--- src/rtl/pc_fetch_sequencer.sv ---
// rtl/pc_fetch_sequencer.sv - program counter and instruction fetch sequencer
//
// Holds the PC and fetches instructions over a req/ack memory handshake that
// may take any number of cycles. Each fetched word goes to decode over a
// valid/ready handshake. Branch, jump, jump-register and exception redirects
// are applied, and any fetch already in flight when a redirect arrives is
// discarded.
//
// Ports:
//   clk, reset        clock; asynchronous active-high reset
//   imem_req/addr     fetch request, held with a stable address until imem_ack
//   imem_ack/rdata    memory response
//   instr_valid/instr/instr_pc, instr_ready   instruction handshake to decode
//   redirect_*        single-cycle redirect request with type, base PC, operand
//   misalign_err      one-cycle pulse after a JR whose target is misaligned
//   fetch_count       number of instructions accepted by decode (wraps)
`timescale 1ns/1ps
module pc_fetch_sequencer #(
  parameter int                ADDR_W       = 32,
  parameter logic [ADDR_W-1:0] RESET_VECTOR = '0,
  parameter logic [ADDR_W-1:0] EXC_VECTOR   = ADDR_W'(32'h0000_0080),
  parameter int                CNT_W        = 32
) (
  input  logic              clk,
  input  logic              reset,
  output logic              imem_req,
  output logic [ADDR_W-1:0] imem_addr,
  input  logic              imem_ack,
  input  logic [31:0]       imem_rdata,
  output logic              instr_valid,
  output logic [31:0]       instr,
  output logic [ADDR_W-1:0] instr_pc,
  input  logic              instr_ready,
  input  logic              redirect_valid,
  input  logic [1:0]        redirect_type,
  input  logic [ADDR_W-1:0] redirect_base,
  input  logic [ADDR_W-1:0] redirect_operand,
  output logic              misalign_err,
  output logic [CNT_W-1:0]  fetch_count
);

  typedef enum logic [1:0] {BOOT, FETCH, HOLD, FLUSH} state_t;

  state_t            state_q;
  logic [ADDR_W-1:0] pc_q;
  logic [ADDR_W-1:0] flush_addr_q;
  logic [31:0]       instr_q;
  logic [ADDR_W-1:0] instr_pc_q;
  logic              misalign_q;
  logic [CNT_W-1:0]  count_q;

  logic [ADDR_W-1:0] seq_pc;
  logic [ADDR_W-1:0] jump_low;
  logic [ADDR_W-1:0] jump_high_mask;
  logic              jr_misaligned;
  logic [ADDR_W-1:0] target_d;

  // Jump keeps the top bits of base+4 above bit 28; building it with a mask
  // keeps the expression legal down to ADDR_W == 28.
  assign seq_pc         = redirect_base + ADDR_W'(4);
  assign jump_low       = ADDR_W'({redirect_operand[25:0], 2'b00});
  assign jump_high_mask = {ADDR_W{1'b1}} << 28;
  assign jr_misaligned  = (redirect_type == 2'b10) && (redirect_operand[1:0] != 2'b00);

  always_comb begin
    target_d = EXC_VECTOR;
    unique case (redirect_type)
      2'b00: target_d = seq_pc + (redirect_operand << 2);
      2'b01: target_d = (seq_pc & jump_high_mask) | jump_low;
      2'b10: target_d = jr_misaligned ? EXC_VECTOR : redirect_operand;
      2'b11: target_d = EXC_VECTOR;
      default: target_d = EXC_VECTOR;
    endcase
  end

  always_ff @(posedge clk or posedge reset) begin
    if (reset) begin
      state_q      <= BOOT;
      pc_q         <= RESET_VECTOR;
      flush_addr_q <= '0;
      instr_q      <= '0;
      instr_pc_q   <= '0;
      misalign_q   <= 1'b0;
      count_q      <= '0;
    end else begin
      misalign_q <= redirect_valid && (state_q != BOOT) && jr_misaligned;
      case (state_q)
        BOOT: state_q <= FETCH;
        FETCH: begin
          if (redirect_valid) begin
            pc_q <= target_d;
            // An outstanding request must still be completed at its old
            // address; with ack already here the data is simply dropped.
            if (!imem_ack) begin
              flush_addr_q <= pc_q;
              state_q      <= FLUSH;
            end
          end else if (imem_ack) begin
            instr_q    <= imem_rdata;
            instr_pc_q <= pc_q;
            state_q    <= HOLD;
          end
        end
        HOLD: begin
          // The current handshake still completes even when redirected.
          if (instr_ready) count_q <= count_q + 1'b1;
          if (redirect_valid) begin
            pc_q    <= target_d;
            state_q <= FETCH;
          end else if (instr_ready) begin
            pc_q    <= pc_q + ADDR_W'(4);
            state_q <= FETCH;
          end
        end
        FLUSH: begin
          if (redirect_valid) pc_q <= target_d;
          else if (imem_ack) state_q <= FETCH;
        end
        default: state_q <= BOOT;
      endcase
    end
  end

  assign imem_req     = (state_q == FETCH) || (state_q == FLUSH);
  assign imem_addr    = (state_q == FLUSH) ? flush_addr_q : pc_q;
  assign instr_valid  = (state_q == HOLD);
  assign instr        = instr_q;
  assign instr_pc     = instr_pc_q;
  assign misalign_err = misalign_q;
  assign fetch_count  = count_q;

endmodule

--- config.mk ---
export PLATFORM = sky130hd
export DESIGN_NAME = pc_fetch_sequencer
export DESIGN_NICKNAME = d
export VERILOG_FILES = /design/src/rtl/pc_fetch_sequencer.sv
export SDC_FILE = /design/constraint.sdc
export NUM_CORES = 1
export LEC_CHECK = 0
export ABC_AREA = 0
export BUFFER_PORTS_ARGS = -buffer_cell sky130_fd_sc_hd__buf_2
export CORE_ASPECT_RATIO = 0.5
export CORE_MARGIN = 2
export CORE_UTILIZATION = 55
export CTS_BUF_LIST = sky130_fd_sc_hd__clkbuf_8 sky130_fd_sc_hd__clkbuf_16
export DETAILED_ROUTE_END_ITERATION = 8
export PLACE_DENSITY = 0.89
export SLEW_MARGIN = 0
export SYNTH_ARGS = -nofsm -noshare
export SYNTH_HDL_FRONTEND = slang
export SYNTH_SLANG_ARGS = --single-unit
--- constraint.sdc ---
create_clock -name clk -period 15.2 [get_ports clk]
set_clock_uncertainty 0.05 [all_clocks]
set_input_delay 1.52 -clock clk [delete_from_list [all_inputs] [get_ports clk]]
set_output_delay 1.52 -clock clk [all_outputs]
set_load 0.01 [all_outputs]
==> impl_results.md, run 1 <==
- Status: finished, violations left
- Failing checks: design-rule violations
- Drt pass-1 iters: 7
- Syn nets: 1160
- Max Clock Freq: 0.207 GHz
- Routed Antenna Nets: 0
- CP Max Fanout: 8
- Routability Congestion: 0.978
- Non-Filler Instances: 1476
- Core Area: 0.0182 sq mm
- Unique masters post-synth: 75
- DIE AREA: 0.0196 sq mm
- LEAKAGE: 5.52 nW
- Simple-Gate Fraction of Synth Area: 0.141
- Final hold violations: 0
- Post-DP HPWL: 21000 um
- Max-Cap Viols: 0
- CTS Hold Bufs: 0
- Xor/xnor share of the synthesized area: 0.0725
- Routed vias: 9052
- Cells after DPL: 1446
- Top post-synthesis cells by area: dfrtp_1 40%, mux2_2 15%, xnor2_1 5.1%
- Post-synth EDFFs: 0
- Asr flop ratio synth: 1.00
- Endpoints failing setup: 0
- Post-CTS Setup Bufs: 0
- Vias per inst: 6.13
- Final #Nets: 1366
- CTS tree: built
- Sequential-to-total area share from yosys stat: 0.402
- Clk Latency, worst-skew pair: 420 ps
- Final period utilization: 0.318
- Clock tree buffer depth: 2
- DR iter-0 viols: 790
- Pin count of the biggest net entering global routing: 98
- GRT overflow: 0
- Worst Setup End Kind: flop
- CTS buffer count: 17
- Number of diodes: 0
- Root Buffer: clkbuf_16
- Hold crit path type: reg2reg
- Setup slack, reg-to-reg: 11640 ps
- DRC: 1
- WS Path Type: in2reg
- Die W: 196 um
- PortBufs: 233
- Largest family of logic cells by synthesized area: compound AO/OA/AOI/OAI gates
- Die height: 100 um
- Share of the synthesized area in the top cell type: 0.402
- WP data arrival: 5130 ps
- Worst-margin pin slew: 894 ps
- Compound-Gate Fraction of Synth Area: 0.154
- Portion of netlist area occupied by mux cells: 0.150
- Post-CTS Resized: 0
- Site row count: 35
- Minimum clock period: 4840 ps
- Synth area leader: dfrtp_1
- Syn-to-layout area delta: 18.6%
- Fillers: 1408
- CTS H-tree depth: 4
- Slew HR: 0.402
- Syn Inst Count: 1019
- Final Slew Violations: 0
- Post-synthesis register bit count: 163
- Synth Area in Adders: 0.0476
- Most used DFF post-synth: dfrtp_1
- Area of the mapped netlist: 0.0101 sq mm
- Top-count cell post-synth: dfrtp_1
- Avg Cell Area, Syn: 9.95 sq um
- Routed WL: 28100 um
- Post-synth top cells: 163 x dfrtp_1, 132 x mux2_2, 87 x nand2_1
- Max VDD drop: 0.0803 mV
- Data required, critical path: 15490 ps
- RSZ-0062 raised after global routing: false
- Startpoint Class: primary input
- Yosys warns: 0
- Global-route wire length before repair: 44000 um
- P per Cell Area: 154 mW/mm^2
- Starting Density: 0.557
- Setup TNS: 0 ps
- Vias in the first global route: 8595
- Ratio of cells with drive above 1 in the final layout: 0.347
- I/O pin count: 234
- Antenna violations before repair: 0
- Clock sink count: 163
- Global Route Usage Sum: 0.281
- Mean routed wirelength per cell: 19.0 um
- Clock transition at path regs: 60 ps
## sequential cells by signal, summed over array words and instances (netlist names)
| signal | flops |
|---|---|
| flush_addr_q | 32 |
| instr | 32 |
| misalign_err | 1 |
| state_q | 2 |
| pc_q | 32 |
| instr_pc | 32 |
| fetch_count | 32 |
## final cells by class
type / instances / area [sq um] / share of cell area
Timing Repair Buffer: 242 / 1230 / 0.103
Tap cell: 240 / 300 / 0.0250
Clock buffer: 17 / 425 / 0.0354
Inverter: 18 / 72.6 / 0.00603
Clock inverter: 13 / 164 / 0.0136
Sequential cell: 163 / 4080 / 0.339
Multi-Input combinational cell: 783 / 5750 / 0.478
## per-layer routing
metal  track usage  part of all wire
met1         0.389              0.44
met2         0.459              0.47
met3        0.0430             0.073
met4        0.0938             0.023
met5             0                 0
## path summary, 6_finish.rpt
kind	startpoint	to	cells past startpoint
setup reg to reg	state_q[0]	pc_q[29]	8
hold / removal	fetch_count[31]	fetch_count[31]	1
min in group asynchronous	reset	instr[5]	2
setup / recovery	redirect_base[2]	pc_q[29]	15
hold reg to reg	fetch_count[31]	fetch_count[31]	1
max in group asynchronous	reset	instr_pc[22]	3
## worst max-delay path: stages
cell and delay (ps):
buf_2 130, ha_1 260, inv_1 60, nor3_1 490, nand3_1 160, xnor2_1 160, ha_1 380, nand3_1 170
a21oi_2 80, or3_1 370, a2111o_1 390, and3_4 210, a211oi_4 290, mux2_4 330, o21ai_2 120
## per-stage QoR
stage               total power, mW   util  area (sq um)  hold WS (ps)  setup WS (ps)
CTS                            1.86  0.660         12000           415          10420
global route                   1.95  0.660         12000           448          10190
floorplan                      1.14      -         10100           416           9230
detailed placement             1.42  0.628         11400           407           9990
global placement               1.38  0.628         11400           400          10090
finish                         1.86  0.660         12000           411          10360
## cell families (layout without fill, tap and decap cells)
| kind of cell | Yosys count | count (layout) |
|---|---|---|
| fa+ha+maj | 38 | 38 |
| flops | 163 | 163 |
| simple gates | 293 | 293 |
| compound gates | 233 | 233 |
| mux | 135 | 135 |
| xor+xnor | 84 | 84 |
| buf+inv | 73 | 290 |
## cell usage in the layout, fill, tap and decap left out, drive strengths merged, types with 3 or more instances in the layout
| cell type | netlist | routed |
|---|---|---|
| a211oi | 12 | 12 |
| a21o | 14 | 14 |
| a21oi | 69 | 69 |
| a221o | 11 | 11 |
| a221oi | 12 | 12 |
| a22oi | 4 | 4 |
| a31oi | 5 | 5 |
| a41oi | 3 | 3 |
| and2 | 5 | 5 |
| and3 | 23 | 23 |
| and4 | 9 | 9 |
| buf | 15 | 242 |
| bufinv | 0 | 3 |
| clkbuf | 40 | 17 |
| clkinv | 0 | 3 |
| clkinvlp | 0 | 3 |
| dfrtp | 163 | 163 |
| ha | 37 | 37 |
| inv | 18 | 22 |
| mux2 | 133 | 133 |
| nand2 | 87 | 87 |
| nand3 | 41 | 41 |
| nand4 | 26 | 26 |
| nor2 | 65 | 65 |
| nor2b | 4 | 4 |
| nor3 | 13 | 13 |
| nor4 | 8 | 8 |
| o21a | 4 | 4 |
| o21ai | 58 | 58 |
| o21bai | 3 | 3 |
| o221ai | 3 | 3 |
| o22ai | 5 | 5 |
| o31a | 3 | 3 |
| o31ai | 6 | 6 |
| or2 | 3 | 3 |
| xnor2 | 59 | 59 |
| xor2 | 25 | 25 |
## power by group
group	internal, mW	switching (mW)
Sequential	0.590	0.128
Clock	0.257	0.174
Combinational	0.349	0.359
Total	1.20	0.662
Note: power is estimated with default switching activity, not from simulation.
==> run 2: changes to the inputs <==
--- a/config.mk
+++ b/config.mk
@@ -5,7 +5,7 @@
 export SDC_FILE = /design/constraint.sdc
 export NUM_CORES = 1
 export LEC_CHECK = 0
-export ABC_AREA = 0
+export ABC_AREA = 1
 export BUFFER_PORTS_ARGS = -buffer_cell sky130_fd_sc_hd__buf_2
 export CORE_ASPECT_RATIO = 0.5
 export CORE_MARGIN = 2
==> constraint.sdc (replaced) <==
create_clock -name clk -period 5 [get_ports clk]
set_clock_uncertainty 0.05 [all_clocks]
set_input_delay 0.5 -clock clk [delete_from_list [all_inputs] [get_ports clk]]
set_output_delay 0.5 -clock clk [all_outputs]
set_load 0.01 [all_outputs]
==> run 2 against run 1 <==
The run now ends clean. Power rose to 3.0 times the previous value. Die area increased by 6.7%. Wire length rose by 13%. Global-route usage increased by 2.3 points. Clock-buffer cell count is 2 higher. Non-clock buffer count is the same. Critical path type unchanged. Critical endpoint is now pc_q[24]. Largest cell class unchanged.
==> impl_results.md, run 2 <==
- Status: complete, no violations (was finished, violations left)
- Syn Inst Count: 1566 (was 1019)
- Instance count on the critical path: 21 (was 15)
- Unique masters post-synth: 49 (was 75)
- Slowest CP cell: nor4_1 (was nor3_1)
- Commonest non-fill, non-tap cell in the layout: nand2_1 (was buf_2)
- Top-count cell post-synth: nand2_1 (was dfrtp_1)
- Starting Density: 0.559 (was 0.557)
- RSZ-0062 raised after global routing: false (unchanged)
- Syn nets: 1707 (was 1160)
- Worst-margin pin slew: 1060 ps (was 894 ps)
- CTS buffer count: 17 (unchanged)
- Synth area leader: dfrtp_1 (unchanged)
- Fillers: 1714 (was 1408)
- Hold path start: imem_rdata[20] (was fetch_count[31])
- Max-Cap Viols: 0 (unchanged)
- Die height: 103 um (was 100 um)
- CTS H-tree depth: 4 (unchanged)
- Post-CTS Setup Bufs: 0 (unchanged)
- Die W: 203 um (was 196 um)
- Max Clock Freq: 0.298 GHz
- I/O pin count: 234 (unchanged)
- Site row count: 36 (was 35)
- Vias per inst: 5.48 (was 6.13)
- Share of the synthesized area in the top cell type: 0.376 (was 0.402)
- Routability Congestion: 1.00 (was 0.978)
- Startpoint Class: primary input (unchanged)
- Setup TNS: 0 ps (unchanged)
- Final period utilization: 0.671
- Final hold violations: 0 (unchanged)
- Area of the mapped netlist: 0.0108 sq mm (was 0.0101 sq mm)
- Post-DP HPWL: 24300 um (was 21000 um)
- Worst path cell trace: buf_2 > inv_1 > nor3_1 > inv_1 > nor4_1 > nand2_1 > nor3b_1 > xnor2_1 > inv_1 > ha_1 > nand2_1 > nor2_1 > nand2_1 > inv_1 > nand3_1 > nand3_1 > a21oi_1 > o21ai_0 > nand2_1 > nand2_1 > nand2_1 (was buf_2 > ha_1 > inv_1 > nor3_1 > nand3_1 > xnor2_1 > ha_1 > nand3_1 > a21oi_2 > or3_1 > a2111o_1 > and3_4 > a211oi_4 > mux2_4 > o21ai_2)
- Max incr delay on CP: 410 ps (was 490 ps)
- Endpoints failing setup: 0 (unchanged)
- Avg Cell Area, Syn: 6.92 sq um (was 9.95 sq um)
- Most frequent cells in the layout: 487 x nand2_1, 233 x buf_2, 163 x dfrtp_1 (was 233 x buf_2, 163 x dfrtp_1, 132 x mux2_2)
- Asr flop ratio synth: 1.00 (unchanged)
- GRT overflow: 0 (unchanged)
- Clk Latency, worst-skew pair: 420 ps (about the same)
- DIE AREA: 0.0209 sq mm (was 0.0196 sq mm)
- Hold Path Stages: 3 (was 1)
- LEAKAGE: 6.84 nW (was 5.52 nW)
- Routed WL: 31800 um (was 28100 um)
- Mean routed wirelength per cell: 15.4 um (was 19.0 um)
- Hold slack: 230 ps (was 411 ps)
- Minimum clock period: 3350 ps
- P per Cell Area: 432 mW/mm^2 (was 154 mW/mm^2)
- Drt pass-1 iters: 6 (was 7)
- Max VDD drop: 0.258 mV (was 0.0803 mV)
- Seq. cell area: 0.00408 sq mm (unchanged)
- Setup slack, reg-to-reg: 2560 ps (was 11640 ps)
- Global-route wire length before repair: 50500 um (was 44000 um)
- Post-synth top cells: 489 x nand2_1, 163 x dfrtp_1, 163 x inv_1 (was 163 x dfrtp_1, 132 x mux2_2, 87 x nand2_1)
- Clock tree buffer depth: 2 (unchanged)
- Cell mode on critical path: nand2_1
- Post-synth EDFFs: 0 (unchanged)
- Root Buffer: clkbuf_16 (unchanged)
- Final #Nets: 1925 (was 1366)
- CTS tree: built (unchanged)
- CTS Hold Bufs: 0 (unchanged)
- Ratio of cells with drive above 1 in the final layout: 0.174 (was 0.347)
- PortBufs: 233 (unchanged)
- Syn-to-layout area delta: 18.3% (was 18.6%)
- Critical R2R Capture: pc_q[16] (was pc_q[29])
- Core Area: 0.0194 sq mm (was 0.0182 sq mm)
- Multi-input combinational cell area: 0.00599 sq mm (was 0.00575 sq mm)
- WS Path Type: in2reg (unchanged)
- Vias in the first global route: 10.2k (was 8595)
- Worst Setup End Kind: flop (unchanged)
- WP data arrival: 3610 ps (was 5130 ps)
- Sequential-to-total area share from yosys stat: 0.376 (was 0.402)
- Routed vias: 11.3k (was 9052)
- Slew HR: 0.294 (was 0.402)
- Number of diodes: 0 (unchanged)
- Clock sink count: 163 (unchanged)
- DR iter-0 viols: 985 (was 790)
- Top post-synthesis cells by area: dfrtp_1 38%, nand2_1 17%, inv_1 5.6% (was dfrtp_1 40%, mux2_2 15%, xnor2_1 5.1%)
- Data required, critical path: 5260 ps (was 15490 ps)
- FF-to-FF Start: state_q[0] (unchanged)
- Buf+Inv Stages, Crit Path: 5 (was 2)
- Pin count of the biggest net entering global routing: 107 (was 98)
- Post-synthesis register bit count: 163 (unchanged)
- Final Slew Violations: 0 (unchanged)
- Yosys warns: 0 (unchanged)
- Antenna violations before repair: 0 (unchanged)
- Most used DFF post-synth: dfrtp_1 (unchanged)
- Clock transition at path regs: 70 ps (was 60 ps)
- WHS Endpoint: instr[20] (was fetch_count[31])
- CP delay by family, top: simple AND/OR/NAND/NOR gates (unchanged)
- Post-CTS Resized: 0 (unchanged)
- CP Max Fanout: 5 (was 8)
- Reg2reg path depth: 9 (was 8)
- DRC: 0 (was 1)
- Hold crit path type: in2reg (was reg2reg)
- Global Route Usage Sum: 0.304 (was 0.281)
- Routed Antenna Nets: 0 (unchanged)
==> run 2: cell count changes after synthesis, sizes merged, moves of 22 or more <==
cell   previous run  this run
nand2            87       491
xnor2            59        15
and3             23         1
inv              18       168
mux2            133         1
a21oi            69        97
nand3            41        96
nor2             65       166
o21ai            58       117
==> run 2: cell families (layout without fill, tap and decap cells) <==
group,Yosys count,count (layout),share of synthesized area
adder cells (fa/ha/maj),38,38,0.0445
XOR/XNOR,59,59,0.0477
AND/OR/NAND/NOR,835,835,0.326
multiplexers,1,1,0.00104
AO/OA/AOI/OAI,258,258,0.131
flip-flops,163,163,0.376
buffers and inverters,212,443,0.0735
==> run 2: area by class of cell <==
class / instances / area share
flip-flops and latches: 163 / 0.318
well taps: 266 / 0.0260
clock inverters: 13 / 0.00771
repair buffers: 242 / 0.0962
inverters: 169 / 0.0499
clock buffers: 19 / 0.0353
multi-input cells: 1191 / 0.467
==> run 2: worst reg2reg max path, cell delays in order (launching register included) <==
cell     delay (ps)
dfrtp_1         450
inv_2           110
nand2_1          80
nor3_1          420
nor3_4           50
buf_4           260
inv_1           610
a21oi_1          90
nand2_1         100
o21ai_0          80
==> run 2: how the worst max path moves through the flow <==
stage | start | endpoint | slack [ps]
floorplan | reset | fetch_count[0] | 50
global placement | redirect_base[8] | pc_q[27] | 1410
detailed placement | redirect_base[8] | pc_q[24] | 1310
CTS | redirect_base[8] | pc_q[24] | 1740
global route | redirect_base[2] | pc_q[30] | 1320
finish | redirect_base[8] | pc_q[24] | 1650
==> run 2: per-layer routing <==
layer  global-route usage  vias to the layer above  routed length [um]
met5                    0                        -                   0
met4               0.0966                        0                 659
met3               0.0442                       48                2350
met2                0.507                      498               14500
met1                0.417                     5218               14300
li1                     -                     5537                   -
==> run 2: report_power, final <==
part	switching (mW)	total, mW	internal, mW	leakage [nW]
Combinational	1.44	2.24	0.804	4.47
Clock	0.550	1.22	0.669	0.267
Sequential	0.308	2.08	1.77	2.10
Total	2.29	5.54	3.25	6.84
==> run 2: per-stage QoR <==
step,worst slack [ps],utilization,power [mW],area (sq um),std cells
floorplan,45.0,-,3.41,10800,1566
global placement,1410,0.632,4.25,12300,2031
detailed placement,1310,0.632,4.32,12300,2031
CTS,1740,0.661,5.54,12800,2063
global route,1320,0.661,5.94,12800,2063
finish,1650,0.661,5.54,12800,2063
